$ cat src/rtl/traffic_light_monitor_pkg.sv
// -----------------------------------------------------------------------------
// traffic_light_monitor_pkg
// Shared definitions for the traffic light monitor slice:
//   phase_e      - decoded lamp phase (OFF, RED, GREEN, YELLOW)
//   mon_state_e  - checker state (SYNC while hunting for a red entry, TRACK
//                  while following a locked R->G->Y->R sequence)
//   CYCLES_W     - width of the completed-cycle counter
//   is_legal_step- true for the three permitted phase successions
// -----------------------------------------------------------------------------
package traffic_light_monitor_pkg;

   typedef enum logic [1:0] {
      PH_OFF    = 2'd0,
      PH_RED    = 2'd1,
      PH_GREEN  = 2'd2,
      PH_YELLOW = 2'd3
   } phase_e;

   typedef enum logic {
      ST_SYNC  = 1'b0,
      ST_TRACK = 1'b1
   } mon_state_e;

   localparam int CYCLES_W = 16;

   // Permitted successions: RED->GREEN, GREEN->YELLOW, YELLOW->RED.
   function automatic logic is_legal_step(input phase_e from_ph, input phase_e to_ph);
      logic legal;
      case (from_ph)
         PH_RED:    legal = (to_ph == PH_GREEN);
         PH_GREEN:  legal = (to_ph == PH_YELLOW);
         PH_YELLOW: legal = (to_ph == PH_RED);
         default:   legal = 1'b0;
      endcase
      return legal;
   endfunction

endpackage

$ cat src/rtl/traffic_lamp_decode.sv
// -----------------------------------------------------------------------------
// traffic_lamp_decode
// Combinational decode of the three lamp lines into a phase.
//   red, yellow, green : lamp lines (inputs)
//   phase              : decoded phase; OFF when no lamp or several lamps lit
//   multi_hot          : high when two or more lamps are lit
// -----------------------------------------------------------------------------
module traffic_lamp_decode
   import traffic_light_monitor_pkg::*;
(
   input  logic   red,
   input  logic   yellow,
   input  logic   green,
   output phase_e phase,
   output logic   multi_hot
);

   // One-hot decode; any multi-hot pattern reports OFF and raises multi_hot.
   always_comb begin
      phase     = PH_OFF;
      multi_hot = 1'b0;
      case ({red, yellow, green})
         3'b000: begin
            phase     = PH_OFF;
            multi_hot = 1'b0;
         end
         3'b100: begin
            phase     = PH_RED;
            multi_hot = 1'b0;
         end
         3'b010: begin
            phase     = PH_YELLOW;
            multi_hot = 1'b0;
         end
         3'b001: begin
            phase     = PH_GREEN;
            multi_hot = 1'b0;
         end
         default: begin
            phase     = PH_OFF;
            multi_hot = 1'b1;
         end
      endcase
   end

endmodule

$ cat src/rtl/traffic_light_monitor.sv
// -----------------------------------------------------------------------------
// traffic_light_monitor
// Passive checker for a red/yellow/green lamp interface. Samples the lamps
// every rising edge, tracks phase dwell, and checks lamp legality, phase order
// and per-phase duration once locked onto an entry into RED.
// Ports:
//   clk, reset     : clock, asynchronous active-high reset
//   red/yellow/green : lamp lines (observed only)
//   clr_err        : synchronous clear of the sticky error flags
//   phase          : decoded phase of the previous sample (0 OFF,1 R,2 G,3 Y)
//   dwell          : consecutive samples of the current phase, saturating
//   in_sync        : high while tracking
//   cycles         : completed legal R->G->Y->R cycles (wrapping)
//   err_pulse      : one-cycle pulse on any new error
//   lamp_err, order_err, timing_err : sticky error flags
// All outputs are registered: one cycle of latency from lamp sample.
// -----------------------------------------------------------------------------
module traffic_light_monitor
   import traffic_light_monitor_pkg::*;
#(
   parameter int RED_CYCLES    = 5,
   parameter int GREEN_CYCLES  = 4,
   parameter int YELLOW_CYCLES = 2,
   parameter int CNT_W         = 8
)
(
   input  logic                clk,
   input  logic                reset,
   input  logic                red,
   input  logic                yellow,
   input  logic                green,
   input  logic                clr_err,
   output logic [1:0]          phase,
   output logic [CNT_W-1:0]    dwell,
   output logic                in_sync,
   output logic [CYCLES_W-1:0] cycles,
   output logic                err_pulse,
   output logic                lamp_err,
   output logic                order_err,
   output logic                timing_err
);

   localparam logic [CNT_W-1:0] DWELL_MAX = {CNT_W{1'b1}};
   localparam logic [CNT_W-1:0] DWELL_ONE = {{(CNT_W-1){1'b0}}, 1'b1};
   localparam logic [CNT_W:0]   WIDE_ONE  = {{CNT_W{1'b0}}, 1'b1};

   // Required dwell for a phase, one bit wider so expected+1 never overflows.
   function automatic logic [CNT_W:0] exp_dwell(input phase_e ph);
      logic [CNT_W:0] val;
      case (ph)
         PH_RED:    val = (CNT_W+1)'(RED_CYCLES);
         PH_GREEN:  val = (CNT_W+1)'(GREEN_CYCLES);
         PH_YELLOW: val = (CNT_W+1)'(YELLOW_CYCLES);
         default:   val = {(CNT_W+1){1'b0}};
      endcase
      return val;
   endfunction

   phase_e                cur_phase_s;
   logic                  cur_multi_s;

   phase_e                prev_phase_r;
   logic                  prev_multi_r;
   logic                  first_r;
   mon_state_e            state_r;
   logic [CNT_W-1:0]      dwell_r;
   phase_e                phase_r;
   logic                  in_sync_r;
   logic [CYCLES_W-1:0]   cycles_r;
   logic                  err_pulse_r;
   logic                  lamp_err_r;
   logic                  order_err_r;
   logic                  timing_err_r;

   logic                  same_s;
   logic [CNT_W-1:0]      dwell_nxt_s;
   mon_state_e            state_nxt_s;
   logic                  lamp_ev_s;
   logic                  order_ev_s;
   logic                  timing_ev_s;
   logic                  cyc_inc_s;

   traffic_lamp_decode u_decode (
      .red       (red),
      .yellow    (yellow),
      .green     (green),
      .phase     (cur_phase_s),
      .multi_hot (cur_multi_s)
   );

   // Dwell update: restart at 1 on any change (MULTI is its own value), else saturating count.
   always_comb begin
      same_s      = 1'b0;
      dwell_nxt_s = DWELL_ONE;
      if (!first_r && (cur_phase_s == prev_phase_r) && (cur_multi_s == prev_multi_r)) begin
         same_s = 1'b1;
      end else begin
         same_s = 1'b0;
      end
      if (!same_s) begin
         dwell_nxt_s = DWELL_ONE;
      end else if (dwell_r == DWELL_MAX) begin
         dwell_nxt_s = dwell_r;
      end else begin
         dwell_nxt_s = dwell_r + DWELL_ONE;
      end
   end

   // Checker decision for this sample; branch order gives lamp > order > timing priority.
   always_comb begin
      state_nxt_s = state_r;
      lamp_ev_s   = 1'b0;
      order_ev_s  = 1'b0;
      timing_ev_s = 1'b0;
      cyc_inc_s   = 1'b0;
      case (state_r)
         ST_SYNC: begin
            if (cur_multi_s) begin
               lamp_ev_s = 1'b1;
            end else if ((cur_phase_s == PH_RED) && !same_s && !first_r) begin
               // A red already lit on the very first sample is not an entry.
               state_nxt_s = ST_TRACK;
            end else begin
               state_nxt_s = ST_SYNC;
            end
         end
         ST_TRACK: begin
            if (cur_multi_s || (cur_phase_s == PH_OFF)) begin
               lamp_ev_s   = 1'b1;
               state_nxt_s = ST_SYNC;
            end else if (same_s) begin
               // Overstay is flagged on the sample that reaches expected+1.
               if ({1'b0, dwell_nxt_s} == (exp_dwell(cur_phase_s) + WIDE_ONE)) begin
                  timing_ev_s = 1'b1;
                  state_nxt_s = ST_SYNC;
               end else begin
                  state_nxt_s = ST_TRACK;
               end
            end else if (is_legal_step(prev_phase_r, cur_phase_s)) begin
               if ({1'b0, dwell_r} < exp_dwell(prev_phase_r)) begin
                  timing_ev_s = 1'b1;
                  state_nxt_s = ST_SYNC;
               end else if (prev_phase_r == PH_YELLOW) begin
                  cyc_inc_s   = 1'b1;
                  state_nxt_s = ST_TRACK;
               end else begin
                  state_nxt_s = ST_TRACK;
               end
            end else begin
               order_ev_s  = 1'b1;
               state_nxt_s = ST_SYNC;
            end
         end
         default: begin
            state_nxt_s = ST_SYNC;
         end
      endcase
   end

   // Sample history, checker state and all registered outputs.
   always_ff @(posedge clk or posedge reset) begin
      if (reset) begin
         prev_phase_r <= PH_OFF;
         prev_multi_r <= 1'b0;
         first_r      <= 1'b1;
         state_r      <= ST_SYNC;
         dwell_r      <= {CNT_W{1'b0}};
         phase_r      <= PH_OFF;
         in_sync_r    <= 1'b0;
         cycles_r     <= {CYCLES_W{1'b0}};
         err_pulse_r  <= 1'b0;
         lamp_err_r   <= 1'b0;
         order_err_r  <= 1'b0;
         timing_err_r <= 1'b0;
      end else begin
         prev_phase_r <= cur_phase_s;
         prev_multi_r <= cur_multi_s;
         first_r      <= 1'b0;
         state_r      <= state_nxt_s;
         dwell_r      <= dwell_nxt_s;
         phase_r      <= cur_phase_s;
         in_sync_r    <= (state_nxt_s == ST_TRACK);
         cycles_r     <= cycles_r + {{(CYCLES_W-1){1'b0}}, cyc_inc_s};
         err_pulse_r  <= lamp_ev_s | order_ev_s | timing_ev_s;
         // A same-cycle error outranks clr_err.
         lamp_err_r   <= (lamp_err_r   & ~clr_err) | lamp_ev_s;
         order_err_r  <= (order_err_r  & ~clr_err) | order_ev_s;
         timing_err_r <= (timing_err_r & ~clr_err) | timing_ev_s;
      end
   end

   assign phase      = phase_r;
   assign dwell      = dwell_r;
   assign in_sync    = in_sync_r;
   assign cycles     = cycles_r;
   assign err_pulse  = err_pulse_r;
   assign lamp_err   = lamp_err_r;
   assign order_err  = order_err_r;
   assign timing_err = timing_err_r;

endmodule
$ cat config.mk
export PLATFORM = sky130hd
export DESIGN_NAME = traffic_light_monitor
export DESIGN_NICKNAME = d
export VERILOG_FILES = /design/src/rtl/traffic_light_monitor_pkg.sv /design/src/rtl/traffic_lamp_decode.sv /design/src/rtl/traffic_light_monitor.sv
export SDC_FILE = /design/constraint.sdc
export NUM_CORES = 1
export LEC_CHECK = 0
export BUFFER_PORTS_ARGS = -buffer_cell sky130_fd_sc_hd__buf_2
export CORE_MARGIN = 2
export CORE_UTILIZATION = 45
export CTS_CLUSTER_DIAMETER = 80
export DETAILED_ROUTE_END_ITERATION = 10
export GPL_TIMING_DRIVEN = 0
export PLACE_DENSITY = 0.67
export SYNTH_ARGS = -nofsm -noshare
export SYNTH_HDL_FRONTEND = slang
export SYNTH_HIERARCHICAL = 1
export SYNTH_SLANG_ARGS = --single-unit
$ cat constraint.sdc
create_clock -name clk -period 5.43 [get_ports clk]
set_input_delay 1.086 -clock clk [delete_from_list [all_inputs] [get_ports clk]]
set_output_delay 1.086 -clock clk [all_outputs]
set_load 0.1 [all_outputs]
==> results of run 1 <==
layout make-up:
class | instances | share of cell area, %
Timing Repair Buffer | 37 | 8.98
Multi-Input combinational cell | 139 | 44.2
Clock inverter | 1 | 1.30
Tap cell | 50 | 2.71
Buffer | 5 | 1.57
Clock buffer | 7 | 3.73
Sequential cell | 33 | 35.8
Inverter | 11 | 1.79
logic make-up (layout without fill, tap and decap cells):
kind of cell	after synthesis	in the layout	share of synthesized area, %
buf+inv	16	61	4.03
other cells	1	1	0.195
fa+ha+maj	17	17	10.9
flops	33	33	43.0
simple gates	71	71	20.7
xor+xnor	19	19	8.64
compound gates	31	31	12.7
cell usage after synthesis, types with 2 or more instances:
| library cell | instances |
|---|---|
| a21oi_1 | 5 |
| buf_2 | 2 |
| nand2_1 | 13 |
| xnor2_1 | 12 |
| a31o_2 | 2 |
| ha_1 | 15 |
| a2111oi_2 | 2 |
| dfrtp_1 | 32 |
| and4_1 | 3 |
| xor2_1 | 7 |
| or3_1 | 3 |
| nand3_1 | 14 |
| nand2b_1 | 3 |
| nor4b_1 | 2 |
| inv_1 | 11 |
| nor2_1 | 10 |
| nand4_1 | 3 |
| o21a_1 | 2 |
| o21ai_0 | 4 |
| nor3b_1 | 2 |
| and3_1 | 9 |
| nor3_1 | 2 |
| a21boi_0 | 2 |
| buf_6 | 2 |
worst max-delay path by stage:
| stage | startpoint | to |
|---|---|---|
| 3_3_place_gp | yellow | cycles[15] |
| 6_report | yellow | cycles[15] |
| 4_1_cts | yellow | cycles[15] |
| 3_5_place_dp | yellow | cycles[14] |
| 5_1_grt | yellow | cycles[13] |
| 2_1_floorplan | yellow | cycles[10] |
per-layer routing:
metal  global-route usage (%)  vias up  share of wire, %
met5                        0        -                 0
met4                     6.75        0               1.6
met3                     4.94        8               4.6
met2                     26.6       41                44
met1                     25.5      732                50
li1                         -      756                 -
sequential cells by signal, indices dropped and copies added, names as in the netlist:
| signal | cells |
|---|---|
| cycles | 16 |
| dwell | 8 |
| err_pulse | 1 |
| first_r | 1 |
| in_sync | 1 |
| lamp_err | 1 |
| order_err | 1 |
| phase | 2 |
| prev_multi_r | 1 |
| timing_err | 1 |
power by group through the flow:
stage / combinational [mW] / sequential [mW] / clock (mW)
3_5_place_dp: 0.102 / 0.263 / 0
2_1_floorplan: 0.0482 / 0.294 / 0
4_1_cts: 0.102 / 0.258 / 0.250
5_1_grt: 0.113 / 0.259 / 0.260
6_report: 0.105 / 0.258 / 0.243
3_3_place_gp: 0.101 / 0.263 / 0
worst min-delay path, delay by kind of cell, from the launching register on:
family           cells  cell delay [ps]
AO/OA/AOI/OAI        1               60
flip-flops           1              340
AND/OR/NAND/NOR      1               40
metrics by stage:
stage | hold slack (ps) | util, % | instances
after CTS | 477 | 56.3 | 282
final | 473 | 57.0 | 283
after global placement | 457 | 53.4 | 274
after floorplan | 747 | - | 188
after global routing | 513 | 57.0 | 283
after detailed placement | 463 | 53.4 | 274
==> flow_summary.json, run 1 <==
{
  "cp_slowest_cell": "nor3b_1",
  "r2r_setup_slack_ps": 2500,
  "synth_cell_types": 50,
  "status": "complete, no violations",
  "path_cells": "buf_2, xnor2_1, nor2_1, inv_1, ha_1, nor3b_1, nand2_1, nor4b_1, ha_1, and3_1, nand2_1, nor2_1, nand3_1, xnor2_1",
  "irDropWorstVdd_uv": 149,
  "p_leak_nw": 1.20,
  "row_count": 23,
  "crit_cells": 14,
  "syn_inst": 188,
  "layout_commonest_cell": "buf_2",
  "pwr-share-comb_pct": 17.3,
  "ant_nets": 0,
  "start_util_pct": 47.5,
  "drc_errors": 0,
  "place_area_um2": 2170,
  "die_y_um": 69.4,
  "synth_area_leaders": "dfrtp_1, ha_1, xnor2_1, nand3_1, xor2_1",
  "power_mw": 0.605,
  "cts_tree": "yes",
  "n_antenna_cell": 0,
  "final-setup-viol-count": 0,
  "hold_class": "reg -> reg",
  "endpoint_kind": "flop",
  "power_frac_clock_pct": 40.1,
  "p_switching_mw": 0.173,
  "clockBufferDepth": 2,
  "nFillCells": 363,
  "seq_area_frac_synth_pct": 42.9,
  "finClkSkew_ps": 12.7,
  "grt_max_degree": 34,
  "swShare_pct": 28.6,
  "wl_per_cell_um": 14.0,
  "routed_wl_mm": 3.95,
  "post-cts-setup-buffers": 0,
  "period_share_pct": 71.2,
  "hold_start": "timing_err",
  "synth_nets": 209,
  "antenna_found_initial": 0,
  "ys_seq_elements": 33,
  "grt_pass1_wl_mm": 6.99,
  "slew-limit-headroom_pct": 14.9,
  "power-per-cell-area_nw_per_um2": 262,
  "synth_area_per_cell_um2": 10.2,
  "rsz0062_at_grt": "false",
  "hold_path_end": "timing_err",
  "yosys.area.top_type": "dfrtp_1",
  "min_path_cells": 2,
  "dp_hpwl_mm": 2.87,
  "fmax_ghz": 0.258,
  "worstSetupPathType": "in -> reg",
  "synth_ff_type": "dfrtp_1",
  "synth_top_cell_area_share_pct": 41.6,
  "nets": 253,
  "cap_violations": 0,
  "cell_internal_pwr_mw": 0.432,
  "min_period_ps": 3870,
  "cts_buffers": 5,
  "synth-edff-count": 0,
  "slew_violations": 0,
  "clkLatencyLatePin_ps": 300,
  "final_layout_size_suffix_gt1_share_pct": 26.2,
  "r2r-start": "phase[0]",
  "grt_pass1_vias": 1488,
  "rr_worst_depth": 12,
  "grtUsageTotal_pct": 18.1,
  "finalInstanceArea_um2": 2310,
  "synth_area_um2": 1930,
  "tns_ps": 0,
  "viasPerCell": 5.43,
  "multi_input_area_um2": 1020,
  "die-area_um2": 4820,
  "numClockSinks": 33,
  "core_area_um2": 4060,
  "pin_count": 37,
  "pre_cts_ws_ps": 1290,
  "crit_buf_inv": 2,
  "worst_pin_slew_ps": 1260,
  "cts-root-buf": "clkbuf_8",
  "final.setup.worst_slack_ps": 1560,
  "hold_violations": 0,
  "register_area_um2": 827,
  "portBuffers": 36,
  "p_seq_share_pct": 42.6,
  "first_iter_violations": 150,
  "r2r-end": "cycles[15]",
  "layout_common_cells": "buf_2, dfrtp_1, ha_1, nand3_1, nand2_1",
  "cp_top_family": "simple AND/OR/NAND/NOR gates",
  "start_kind": "input port",
  "num_vias": 1537,
  "slowest_delay_ps": 390,
  "required_ps": 5610,
  "cts_max_level": 2,
  "overflow": 0,
  "cts_hold_buf": 0,
  "cts.clk_slew.worst_paths_ps": 80,
  "cts_resized": 0,
  "crit_fanout": 5,
  "syn2layout_area_growth_pct": 20.1,
  "postSynth.asyncResetShare_pct": 100,
  "routabilityCongestion": 0.828,
  "dr.pass1.iters": 4,
  "yosysWarnings": 6,
  "critPathArrivalTime_ps": 4050,
  "die_w_um": 69.4
}
(Power assumes the default switching activity.)
==> inputs of run 2 (changes only) <==
--- a/config.mk
+++ b/config.mk
@@ -5,13 +5,14 @@
 export SDC_FILE = /design/constraint.sdc
 export NUM_CORES = 1
 export LEC_CHECK = 0
+export ABC_AREA = 1
 export BUFFER_PORTS_ARGS = -buffer_cell sky130_fd_sc_hd__buf_2
 export CORE_MARGIN = 2
 export CORE_UTILIZATION = 45
 export CTS_CLUSTER_DIAMETER = 80
 export DETAILED_ROUTE_END_ITERATION = 10
 export GPL_TIMING_DRIVEN = 0
-export PLACE_DENSITY = 0.67
+export PLACE_DENSITY = 0.69
 export SYNTH_ARGS = -nofsm -noshare
 export SYNTH_HDL_FRONTEND = slang
 export SYNTH_HIERARCHICAL = 1
==> constraint.sdc (replaced) <==
create_clock -name clk -period 3.55 [get_ports clk]
set_input_delay 0.71 -clock clk [delete_from_list [all_inputs] [get_ports clk]]
set_output_delay 0.71 -clock clk [all_outputs]
set_load 0.1 [all_outputs]
==> run 2 against run 1 <==
Against the previous run: die area rose by 2.3%; register-to-register slack worse by 2000 ps; cell count up 22%; hold slack worse by 87 ps; design area is 3.6% higher; clock skew down 6.2 ps; global-route usage fell by 1.6 points; critical endpoint is now cycles[12]; highest routed layer unchanged.
==> flow_summary.json, run 2 <==
{
  "worstSetupPathType": "in -> reg",
  "die_w_um": 70.2,
  "slowest_delay_ps": 290,
  "finClkSkew_ps": 6.48,
  "status": "complete, no violations",
  "largest_register_ffs": 16,
  "utilization_pct": 55.8,
  "clkLatencyLatePin_ps": 280,
  "seq_area_frac_synth_pct": 41.9,
  "final-setup-viol-count": 0,
  "syn_inst": 247,
  "synth_nets": 268,
  "numClockSinks": 33,
  "synth_cell_types": 25,
  "nFillCells": 407,
  "fmax_ghz": 0.314,
  "cap_violations": 0,
  "yosys.area.top_type": "dfrtp_1",
  "pre_cts_ws_ps": -417,
  "viasPerCell": 4.72,
  "yosysWarnings": 6,
  "cts.clk_slew.worst_paths_ps": 70,
  "cts-root-buf": "clkbuf_8",
  "place_inst": 335,
  "dp_hpwl_mm": 2.96,
  "grtUsageTotal_pct": 16.5,
  "pin_count": 37,
  "ant_nets": 0,
  "tns_ps": 0,
  "start_util_pct": 45.9,
  "endpoint_kind": "flop",
  "cts_tree": "yes",
  "portBuffers": 36,
  "layout_common_cells": "nand2_1, inv_1, buf_2, dfrtp_1, nand3_1",
  "n_antenna_cell": 0,
  "routed_wl_mm": 3.73,
  "die_y_um": 70.2,
  "nets": 312,
  "synth_area_per_cell_um2": 7.98,
  "ys_seq_elements": 33,
  "first_iter_violations": 70,
  "required_ps": 3720,
  "netlist_top_cells_count": "nand2_1, inv_1, dfrtp_1, nand3_1, nor2_1",
  "final_layout_size_suffix_gt1_share_pct": 23.3,
  "slew-limit-headroom_pct": 65.5,
  "final.setup.worst_slack_ps": 368,
  "synth_area_leaders": "dfrtp_1, nand2_1, ha_1, inv_1, nand3_1",
  "path_cells": "buf_2, nand2_1, nand2_1, nor2_2, inv_1, ha_1, nor3_2, inv_1, nor4b_2, ha_1, ha_1, nand4_1, nor3_2, inv_1, nor2_2, nand4_1, xnor2_1",
  "clockBufferDepth": 2,
  "p_leak_nw": 1.37,
  "worst_pin_slew_ps": 517,
  "synth_ff_type": "dfrtp_1",
  "overflow": 0,
  "start_kind": "input port",
  "cts_buffers": 5,
  "hold_violations": 0,
  "cts_max_level": 2,
  "cp_slowest_cell": "nor4b_2",
  "core_area_um2": 4290,
  "drc_errors": 0,
  "grt_pass1_wl_mm": 6.51,
  "power-per-cell-area_nw_per_um2": 369,
  "hold_class": "in -> async",
  "yosysMostFrequentCell": "nand2_1",
  "power_mw": 0.884,
  "grt_max_degree": 34,
  "layout_commonest_cell": "nand2_1",
  "irDropWorstVdd_uv": 260,
  "synth_area_um2": 1970,
  "min_period_ps": 3180,
  "grt_pass1_vias": 1460,
  "stdcell_count": 344,
  "post-cts-setup-buffers": 0,
  "slew_violations": 0,
  "antenna_found_initial": 0,
  "wl_per_cell_um": 10.8,
  "critPathArrivalTime_ps": 3350,
  "postSynth.asyncResetShare_pct": 100,
  "cts_hold_buf": 0,
  "rsz0062_at_grt": "false",
  "crit_fanout": 6,
  "period_share_pct": 89.6,
  "row_count": 24,
  "syn2layout_area_growth_pct": 21.4,
  "num_vias": 1622,
  "synth-edff-count": 0,
  "dr.pass1.iters": 4,
  "die-area_um2": 4930,
  "routabilityCongestion": 0.864,
  "synth_top_cell_area_share_pct": 40.6
}
[run 2: timing repair]
action,4_1_cts,5_1_grt
endpoints found under the hold margin,0,0
gates resized for setup,2,5
endpoints found under the setup margin,5,6
cloned,0,0
[run 2: cell type report]
class,instances,area (um2),share of cell area [%]
Buffer,1,11.3,0.470
Clock buffer,5,68.8,2.87
Clock inverter,3,46.3,1.93
Inverter,43,161,6.74
Multi-Input combinational cell,170,1000,42.0
Sequential cell,33,830,34.6
Tap cell,52,65.1,2.72
Timing Repair Buffer,37,208,8.67
[run 2: worst paths after layout]
check | startpoint | end | slack (ps) | depth (start not counted)
max in group asynchronous | reset | dwell[4] | 2740 | 3
hold / removal | reset | cycles[12] | 390 | 2
setup reg to reg | phase[1] | cycles[12] | 470 | 16
min in group clk | cycles[15] | cycles[15] | 480 | 1
hold reg to reg | cycles[15] | cycles[15] | 480 | 1
setup / recovery | green | cycles[12] | 370 | 17
[run 2: stage by stage]
stage                     cell area [um2]  hold slack (ps)
final                                2390              387
after global routing                 2390              410
after CTS                            2340              480
after detailed placement             2220              461
after global placement               2220              457
after floorplan                      1970              652
[run 2: where the power goes]
part           switching (mW)  internal (mW)  leakage (nW)
registers             0.00822          0.384         0.419
clock network           0.139          0.210        0.0543
logic                   0.106         0.0365         0.898
total                   0.253          0.631          1.37
[run 2: layer usage]
layer | wire length [um] | track usage [%] | vias up
li1 | - | - | 854
met1 | 1840 | 23.2 | 728
met2 | 1710 | 25.2 | 35
met5 | 0 | 0 | -
met3 | 122 | 3.61 | 5
met4 | 58 | 5.77 | 0
[run 2: kinds of logic after synthesis]
kind of cell,synth area share [%]
compound gates,2.16
flops,41.9
simple gates,30.8
fa+ha+maj,9.52
xor+xnor,6.66
buf+inv,8.76
other cells,0.190
[run 2: worst max-delay path: cells and delay by family]
family,cells,cell delay (ps)
and+or+nand+nor,9,1410
buffers and inverters,4,430
xor gates and xnor gates,1,150
adders and majority gates,3,660
